File: src/rtl/mux_share_arbiter_pkg.sv
// Shared definitions for the shared-mux round-robin arbiter.
package mux_share_arbiter_pkg;

    localparam int N_DEF        = 8;
    localparam int SELW_DEF     = 3;
    localparam int MAX_HOLD_DEF = 255;
    localparam int CW_DEF       = 8;

    typedef enum logic [0:0] {
        IDLE  = 1'b0,
        GRANT = 1'b1
    } state_t;

endpackage

File: src/rtl/mux_share_arbiter_if.sv
// Request/grant bundle between the requesters (master) and the arbiter (slave).
interface mux_share_arbiter_if
    import mux_share_arbiter_pkg::*;
#(
    parameter int N    = N_DEF,
    parameter int SELW = SELW_DEF
) ();
    logic [N-1:0]    req;
    logic [N-1:0]    din;
    logic [N-1:0]    gnt;
    logic [SELW-1:0] sel;
    logic            busy;
    logic            dout;
    logic            timeout;

    modport slave (
        input  req, din,
        output gnt, sel, busy, dout, timeout
    );

    modport master (
        output req, din,
        input  gnt, sel, busy, dout, timeout
    );
endinterface

File: src/rtl/mux_share_arbiter_rr_pick.sv
// Combinational round-robin picker: first set request after ptr, wrapping modulo N.
module mux_share_arbiter_rr_pick
    import mux_share_arbiter_pkg::*;
#(
    parameter int N    = N_DEF,
    parameter int SELW = SELW_DEF
) (
    input  logic [N-1:0]    req_i,
    input  logic [SELW-1:0] ptr_i,
    output logic            found_o,
    output logic [SELW-1:0] win_o
);
    logic [N-1:0]    rot_s;
    logic [SELW-1:0] off_s;
    logic            found_s;

    // Rotate so that bit 0 of rot_s is the requester just after ptr.
    always_comb begin
        rot_s = '0;
        for (int i = 0; i < N; i++) begin
            rot_s[i] = req_i[SELW'((int'(ptr_i) + 1 + i) % N)];
        end
    end

    // Priority-encode the rotated vector; lowest offset wins.
    always_comb begin
        found_s = 1'b0;
        off_s   = '0;
        for (int i = N - 1; i >= 0; i--) begin
            found_s = found_s | rot_s[i];
            off_s   = rot_s[i] ? SELW'(i) : off_s;
        end
    end

    // Un-rotate the offset back to an absolute requester index.
    assign win_o   = SELW'((int'(ptr_i) + 1 + int'(off_s)) % N);
    assign found_o = found_s;

endmodule

File: src/rtl/mux_share_arbiter.sv
// Round-robin owner of one shared 8:1 selection path with a hold-limit preemption.
module mux_share_arbiter
    import mux_share_arbiter_pkg::*;
#(
    parameter int N        = N_DEF,
    parameter int SELW     = SELW_DEF,
    parameter int MAX_HOLD = MAX_HOLD_DEF,
    parameter int CW       = CW_DEF
) (
    input logic                clk,
    input logic                rst,
    mux_share_arbiter_if.slave bus
);
    localparam logic [CW-1:0]   MAX_HOLD_C = CW'(MAX_HOLD);
    localparam logic [SELW-1:0] PTR_RST    = SELW'(N - 1);

    state_t          state_q, state_d;
    logic [N-1:0]    gnt_q, gnt_d;
    logic [SELW-1:0] sel_q, sel_d;
    logic [SELW-1:0] ptr_q, ptr_d;
    logic [CW-1:0]   cnt_q, cnt_d;
    logic            busy_q, busy_d;
    logic            timeout_q, timeout_d;

    logic            found_s;
    logic [SELW-1:0] win_s;
    logic            owner_req_s;
    logic            others_s;
    logic            limit_hit_s;

    mux_share_arbiter_rr_pick #(
        .N    (N),
        .SELW (SELW)
    ) u_rr_pick (
        .req_i   (bus.req),
        .ptr_i   (ptr_q),
        .found_o (found_s),
        .win_o   (win_s)
    );

    // Owner drop takes precedence over the limit, so limit only matters while owner still requests.
    assign owner_req_s = bus.req[sel_q];
    assign others_s    = |(bus.req & ~gnt_q);
    assign limit_hit_s = (MAX_HOLD != 0) && (cnt_q == MAX_HOLD_C) && others_s;

    // State and datapath registers, asynchronously cleared.
    always_ff @(posedge clk or posedge rst) begin
        if (rst) begin
            state_q   <= IDLE;
            gnt_q     <= '0;
            sel_q     <= '0;
            ptr_q     <= PTR_RST;
            cnt_q     <= '0;
            busy_q    <= 1'b0;
            timeout_q <= 1'b0;
        end else begin
            state_q   <= state_d;
            gnt_q     <= gnt_d;
            sel_q     <= sel_d;
            ptr_q     <= ptr_d;
            cnt_q     <= cnt_d;
            busy_q    <= busy_d;
            timeout_q <= timeout_d;
        end
    end

    // Next-state decision: every grant returns through IDLE (break-before-make).
    always_comb begin
        state_d = state_q;
        case (state_q)
            IDLE: begin
                if (found_s) begin
                    state_d = GRANT;
                end else begin
                    state_d = IDLE;
                end
            end
            GRANT: begin
                if (!owner_req_s || limit_hit_s) begin
                    state_d = IDLE;
                end else begin
                    state_d = GRANT;
                end
            end
            default: state_d = IDLE;
        endcase
    end

    // Next values of grant, select, pointer, hold counter and timeout pulse.
    always_comb begin
        gnt_d     = gnt_q;
        sel_d     = sel_q;
        ptr_d     = ptr_q;
        cnt_d     = cnt_q;
        timeout_d = 1'b0;
        case (state_q)
            IDLE: begin
                if (found_s) begin
                    gnt_d        = '0;
                    gnt_d[win_s] = 1'b1;
                    sel_d        = win_s;
                    ptr_d        = win_s;
                    cnt_d        = '0;
                end else begin
                    gnt_d = '0;
                end
            end
            GRANT: begin
                if (!owner_req_s) begin
                    gnt_d = '0;
                end else if (limit_hit_s) begin
                    gnt_d     = '0;
                    timeout_d = 1'b1;
                end else if (cnt_q != MAX_HOLD_C) begin
                    cnt_d = cnt_q + CW'(1);
                end else begin
                    cnt_d = cnt_q;
                end
            end
            default: begin
                gnt_d = '0;
            end
        endcase
        busy_d = |gnt_d;
    end

    assign bus.gnt     = gnt_q;
    assign bus.sel     = sel_q;
    assign bus.busy    = busy_q;
    assign bus.timeout = timeout_q;
    assign bus.dout    = busy_q ? bus.din[sel_q] : 1'b0;

endmodule

File: src/flat_wrapper.sv
// flat-port wrapper written by rule: the top's interface ports become plain ports
module mux_share_arbiter_flat import mux_share_arbiter_pkg::*;
#(
    parameter int N        = N_DEF,
    parameter int SELW     = SELW_DEF,
    parameter int MAX_HOLD = MAX_HOLD_DEF,
    parameter int CW       = CW_DEF
)
  (clk, rst, bus_req, bus_din, bus_gnt, bus_sel, bus_busy, bus_dout, bus_timeout);
  mux_share_arbiter_if #(.N(N), .SELW(SELW)) bus_i ();
  input logic clk;
  input logic rst;
  input wire logic [$bits(bus_i.req)-1:0] bus_req;
  input wire logic [$bits(bus_i.din)-1:0] bus_din;
  output wire logic [$bits(bus_i.gnt)-1:0] bus_gnt;
  output wire logic [$bits(bus_i.sel)-1:0] bus_sel;
  output wire logic [$bits(bus_i.busy)-1:0] bus_busy;
  output wire logic [$bits(bus_i.dout)-1:0] bus_dout;
  output wire logic [$bits(bus_i.timeout)-1:0] bus_timeout;
  assign bus_i.req = bus_req;
  assign bus_i.din = bus_din;
  assign bus_gnt = bus_i.gnt;
  assign bus_sel = bus_i.sel;
  assign bus_busy = bus_i.busy;
  assign bus_dout = bus_i.dout;
  assign bus_timeout = bus_i.timeout;
  mux_share_arbiter #(.N(N), .SELW(SELW), .MAX_HOLD(MAX_HOLD), .CW(CW)) u_core (.clk(clk), .rst(rst), .bus(bus_i));
endmodule
File: config.mk
export PLATFORM = sky130hd
export DESIGN_NAME = mux_share_arbiter_flat
export DESIGN_NICKNAME = d
export VERILOG_FILES = /design/src/rtl/mux_share_arbiter_pkg.sv /design/src/rtl/mux_share_arbiter_if.sv /design/src/rtl/mux_share_arbiter_rr_pick.sv /design/src/rtl/mux_share_arbiter.sv /design/src/flat_wrapper.sv
export SDC_FILE = /design/constraint.sdc
export NUM_CORES = 1
export LEC_CHECK = 0
export CAP_MARGIN = 20
export CORE_ASPECT_RATIO = 0.75
export CORE_MARGIN = 1
export CORE_UTILIZATION = 49
export DETAILED_ROUTE_END_ITERATION = 12
export GPL_ROUTABILITY_DRIVEN = 0
export PLACE_DENSITY = 0.77
export RECOVER_POWER = 100
export SETUP_SLACK_MARGIN = 0.15
export SLEW_MARGIN = 15
export SYNTH_ARGS = -nofsm -noshare
export SYNTH_HDL_FRONTEND = slang
export SYNTH_SLANG_ARGS = --single-unit
File: constraint.sdc
create_clock -name clk -period 4.2 [get_ports clk]
set_input_delay 0.63 -clock clk [delete_from_list [all_inputs] [get_ports clk]]
set_output_delay 0.63 -clock clk [all_outputs]
set_load 0.005 [all_outputs]
### Yosys cells after proc, flatten, opt, wreduce, memory -nomap -nowiden

Index checks and enable logic that the tools add are counted.

* bits in registers: 25
* input port bits: 18
* output and inout bits: 14
* logic and storage cells: 106

* add/subtract/negate cells: 10
* magnitude comparators: 11
* equality and inequality tests: 6
* multiplexer cells: 54
* bitwise operators: 10
* reduce and logical (&&, ||, !) cells: 8

Operators by type and width (count)
* 8-bit 2-to-1 mux: 7
* 3-bit by 5-bit less-than comparator with 1-bit output, second input constant: 8
* 8-bit one-hot mux with 2 select lines: 2
* 1-bit binary-select mux with 3-bit select: 10
* 1-bit 2-to-1 mux: 25
* 3-bit 2-to-1 mux: 8
* 8-bit OR reduction: 2
* 3-bit adder, second input constant: 4
* 8-bit by 1-bit adder with 8-bit output, second input constant: 1
* 8-bit AND: 1
* 8-bit equality test, second input constant: 1
* 3-bit by 4-bit less-than comparator with 1-bit output, second input constant: 2
* 8-bit != test, second input constant: 1
* 8-bit inverter: 1
* 1-bit OR: 7
* 3-bit by 1-bit adder with 3-bit output, second input constant: 2
* 3-bit by 2-bit adder with 3-bit output, second input constant: 2
* 2-bit != test, second input constant: 3
* 4-bit AND reduction: 1
* 3-bit adder: 1
* 1-bit demux with 3-bit select: 1
* 3-bit by 1-bit >= comparator with 1-bit output, second input constant: 1
* 1-bit logical AND: 2
* 2-bit by 1-bit != test with 1-bit output, second input constant: 1
* 5 further kinds: 5

### Logic depth before layout (Yosys ltp)

* depth after elaboration: 21
* mapped depth: 17

### By module

From an unflattened synthesis, not the netlist that was laid out.

* cells, all modules: 211
* area total of the unflattened synthesis: 2000.7 µm²

By module, submodules not included
* mux_share_arbiter: times used 1, cells an instance 131, area each 1307.5 µm²
* mux_share_arbiter_rr_pick: times used 1, cells an instance 80, area each 693.2 µm²

### Worst setup path after synthesis

No wires, ideal clock.

* path kind: register -> register
* start point: register u_core.ptr_q[0]
* end point: register u_core.gnt_q[6], in the netlist u_core.bus.gnt[6]
* arrival: 3896 ps
* data required time: 4079 ps
* slack: 182 ps
* cell stages (with the launch flop): 16
* period minus slack after synthesis: 4018 ps
* path through: dfstp_2 > buf_6 > buf_12 > inv_1 > ha_1 > buf_4 > mux4_1 > nor3b_1 > a31oi_1 > o221ai_1 > a221oi_1 > ha_1 > fa_1 > xnor2_1 > mux2_4 > a32o_2

* longest elaborated chain between the ends: 20

RTL lines
* start, declared: RTL line mux_share_arbiter.sv:20 `logic [SELW-1:0] ptr_q, ptr_d;`
* start signal, assigned: RTL line mux_share_arbiter.sv:60 `ptr_q <= ptr_d;`
* 3-bit by 1-bit adder with 3-bit output *: RTL line mux_share_arbiter_rr_pick.sv:21, mux_share_arbiter_rr_pick.sv:36
* 3-bit by 1-bit adder with 3-bit output: RTL line mux_share_arbiter_rr_pick.sv:21 `rot_s[i] = req_i[SELW'((int'(ptr_i) + 1 + i) % N)];`
* 1-bit binary-select mux with 3-bit select: RTL line mux_share_arbiter_rr_pick.sv:21
* 1-bit 2-to-1 mux (implied by the code) (2 in series): RTL line mux_share_arbiter_rr_pick.sv:21
* 3-bit 2-to-1 mux (8 in series): RTL line mux_share_arbiter_rr_pick.sv:31 `off_s = rot_s[i] ? SELW'(i) : off_s;`
* 3-bit adder: RTL line mux_share_arbiter_rr_pick.sv:36 `assign win_o = SELW'((int'(ptr_i) + 1 + int'(off_s)) % N);`
* 3-bit by 4-bit less-than comparator with 1-bit output (implied by the code) / 3-bit by 1-bit >= comparator with 1-bit output (equally long branches): RTL line mux_share_arbiter.sv:100 `gnt_d[win_s] = 1'b1;`
* 1-bit logical AND (implied by the code): RTL line mux_share_arbiter.sv:100
* 1-bit 2-to-1 mux (implied by the code): RTL line mux_share_arbiter.sv:100
* 1-bit demux with 3-bit select
* 8-bit 2-to-1 mux *: RTL line mux_share_arbiter.sv:98 `if (found_s) begin`
* 8-bit one-hot mux with 2 select lines *: RTL line mux_share_arbiter.sv:96 `case (state_q)`
* named net u_core.gnt_d[6]: RTL line mux_share_arbiter.sv:18 `logic [N-1:0] gnt_q, gnt_d;`
* end signal, assigned: RTL line mux_share_arbiter.sv:58 `gnt_q <= gnt_d;`
* end, declared: RTL line mux_share_arbiter.sv:18

The timed path passes the listed nets; every way through them passes the cells marked *. The select of a mux whose other input is x is not followed.
A chain may end at the register's enable or synchronous reset.

### Worst setup path in the final report

* start point: register u_core.ptr_q[0]
* end point: register u_core.gnt_q[7], in the netlist u_core.bus.gnt[7]

The elaborated chain is that of the path after synthesis.

==> flow_summary.ini <==
[floorplan]
die_area_um2 = 4460
die_w_um = 76.8
initial_core_util_pct = 53.7
rows = 19
coreArea_um2 = 3830
die_height_um = 58.1
io_pins = 32

[critical_path]
startpoint = u_core.ptr_q[0]
regToRegEndpoint = u_core.bus.gnt[7]
crit_path_end_kind = register
reg2reg_slack_ns = 0.34
slowest_stage = or4_1
path_cells = inv_1 > ha_1 > buf_4 > mux4_1 > nor4_1 > or4_1 > nand2_1 > a21oi_1 > fa_1 > xnor2_2 > mux2_4 > a32o_2
worst_ep_required_time_ns = 4.36
slowest_delay_ns = 0.64
r2r_start = u_core.ptr_q[0]
endpoint = u_core.bus.gnt[7]
crit_fanout = 7
arrival_ns = 4.02
r2r_cells = 12
start_kind = register
critPathKind = register to register

[clock_tree]
clk_pin_slew_worst_paths_ns = 0.09
hold_buffers = 0
htree_levels = 1
root_buffer = clkbuf_8
clockBufferDepth = 2
cts_tree = yes
clk_latency_ns = 0.27
numCtsBuffers = 3
clock_sinks = 25

[final_layout]
areaGrowthSynthToFinish_pct = 18.9
nFillCells = 311
drive_gt1_share_pct = 15.5
mostFrequentLayoutCells = dfrtp_1, inv_1, dlygate4sd3_1
regArea_um2 = 629
design_area_um2 = 2440
utilization_pct = 63.8
final_common_cell = dfrtp_1
nets = 257
multi_input_area_um2 = 1280
n_antenna_cell = 0

[logic_synthesis]
ys_types = 56
ys_seq_area_share_pct = 30.6
ys_ff_latch = 25
synth_flop_cell = dfrtp_1
yosysWarningCount = 0
synthCells = 201
async_reset_ff_share_pct = 100
syn_nets = 224
postSynthAreaPerCell_um2 = 10.2
synth-edff-count = 0
syn-cell-area_um2 = 2060

[placement]
place_hpwl_um = 3660
port_buffers = 31
place_area_um2 = 2400

[timing]
period_needed_ns = 3.86
finalCritPeriodShare_pct = 91.9
fin_skew_ns = 0.0104
maxSlewViolCount = 0
rsz0062_at_grt = false
fin_tns_setup_ns = 0
final-setup-viol-count = 0
slew_headroom_pct = 45.6
holdWs_ns = 0.542
tightest_slew_ns = 0.817
clock.fmax_ghz = 0.259
hold_viol_final = 0

[grt]
grt_pass1_wl_um = 8650
first_global_vias = 1670
grt_antenna_before_repair = 0
overflow = 0
grt_usage_pct = 25.1
grt_max_degree = 26

[flow_run]
drv_cap = 0

[run_status]
outcome = complete, no violations

[detailed_routing]
drc = 0
vias_per_cell = 6.20
drt_first_iter_violations = 236
routedWlPerCell_um = 17.8
vias = 1766
wl_um = 5070
ant_nets = 0
dr.pass1.iters = 4

[min_path]
min-delay-path-class = register to register
[registers in the layout, indices dropped and copies added (netlist names)]
signal,flops
u_core.bus.sel,3
u_core.bus.timeout,1
u_core.state_q,1
u_core.cnt_q,8
u_core.bus.gnt,8
u_core.bus.busy,1
u_core.ptr_q,3
[final cells by class]
class                           instances  area share (%)
Inverter                               17            2.61
Sequential cell                        25            25.8
Clock buffer                            4            1.84
Tap cell                               52            2.66
Timing Repair Buffer                   40            14.8
Multi-Input combinational cell        147            52.3
[worst max-delay path: cells and delay by family (launching register included)]
kind,cells,cell delay (ns)
AOI/OAI and AO/OA,2,0.35
xor gates and xnor gates,1,0.25
adders and majority gates,2,0.84
buffers and inverters,2,0.27
DFF,1,0.54
muxes,2,0.70
and+or+nand+nor,3,0.80
[worst min-delay path by stage]
stage                    startpoint               to  depth (start not counted)
finish              u_core.cnt_q[1]  u_core.cnt_q[1]                          1
global route        u_core.cnt_q[1]  u_core.cnt_q[1]                          1
CTS                 u_core.cnt_q[1]  u_core.cnt_q[1]                          1
detailed placement  u_core.cnt_q[1]  u_core.cnt_q[1]                          1
global placement    u_core.cnt_q[1]  u_core.cnt_q[1]                          1
floorplan           u_core.cnt_q[1]  u_core.cnt_q[1]                          1
[routing by layer]
layer | vias to the layer above | global-route usage, % | share of wire (%)
met2 | 88 | 34.3 | 40
met1 | 849 | 38.5 | 49
met3 | 4 | 8.50 | 9.8
li1 | 825 | - | -
met5 | - | 0 | 0
met4 | 0 | 4.12 | 0.45
[repair_timing]
action                                  in CTS  in global routing
hold endpoints to repair                     0                  0
resized for setup                            0                  4
endpoints found under the setup margin       0                 10
setup buffers                                0                  2
[logic make-up (layout without fill, tap and decap cells)]
| logic type | after synthesis | count (layout) | share of synthesized area [%] |
|---|---|---|---|
| flops | 25 | 25 | 30.6 |
| mux | 27 | 27 | 21.8 |
| compound gates | 40 | 40 | 16.3 |
| buf+inv | 29 | 61 | 6.82 |
| xor+xnor | 8 | 8 | 3.77 |
| simple gates | 67 | 67 | 17.3 |
| fa+ha+maj | 5 | 5 | 3.41 |
[cell usage after synthesis (2+ instances only)]
cell type	n	area (um^2)
a32o_1	3	30.0
inv_1	17	63.8
a21o_1	2	15.0
mux2_2	4	45.0
nor3b_1	2	15.0
nand3_1	5	25.0
a32o_2	2	22.5
nor4_1	7	43.8
dfstp_2	3	78.8
a21oi_1	3	15.0
o22ai_1	4	25.0
mux2i_1	7	70.1
nor3_1	5	25.0
or3_1	2	12.5
buf_2	3	15.0
nor2_1	15	56.3
nor4b_1	4	35.0
mux4_2	4	90.1
a311oi_1	2	17.5
o21ai_0	9	45.0
nand2_1	14	52.6
o22a_1	2	17.5
mux4_1	6	158
or2_2	2	12.5
ha_1	4	50.1
dfrtp_1	22	551
o41ai_2	2	32.5
clkbuf_1	5	18.8
nor2b_1	5	31.3
xnor2_1	7	61.3
mux2_4	4	60.1
[per-stage QoR]
stage | cells | setup slack, ns
4_1_cts | 282 | 0.222
6_report | 285 | 0.339
3_5_place_dp | 278 | 0.0744
3_3_place_gp | 278 | 0.141
5_1_grt | 285 | 0.134
2_1_floorplan | 201 | 0.182
Power is not shown: default switching activity piles up to over one toggle a cycle in this logic, so the estimate is an artifact.
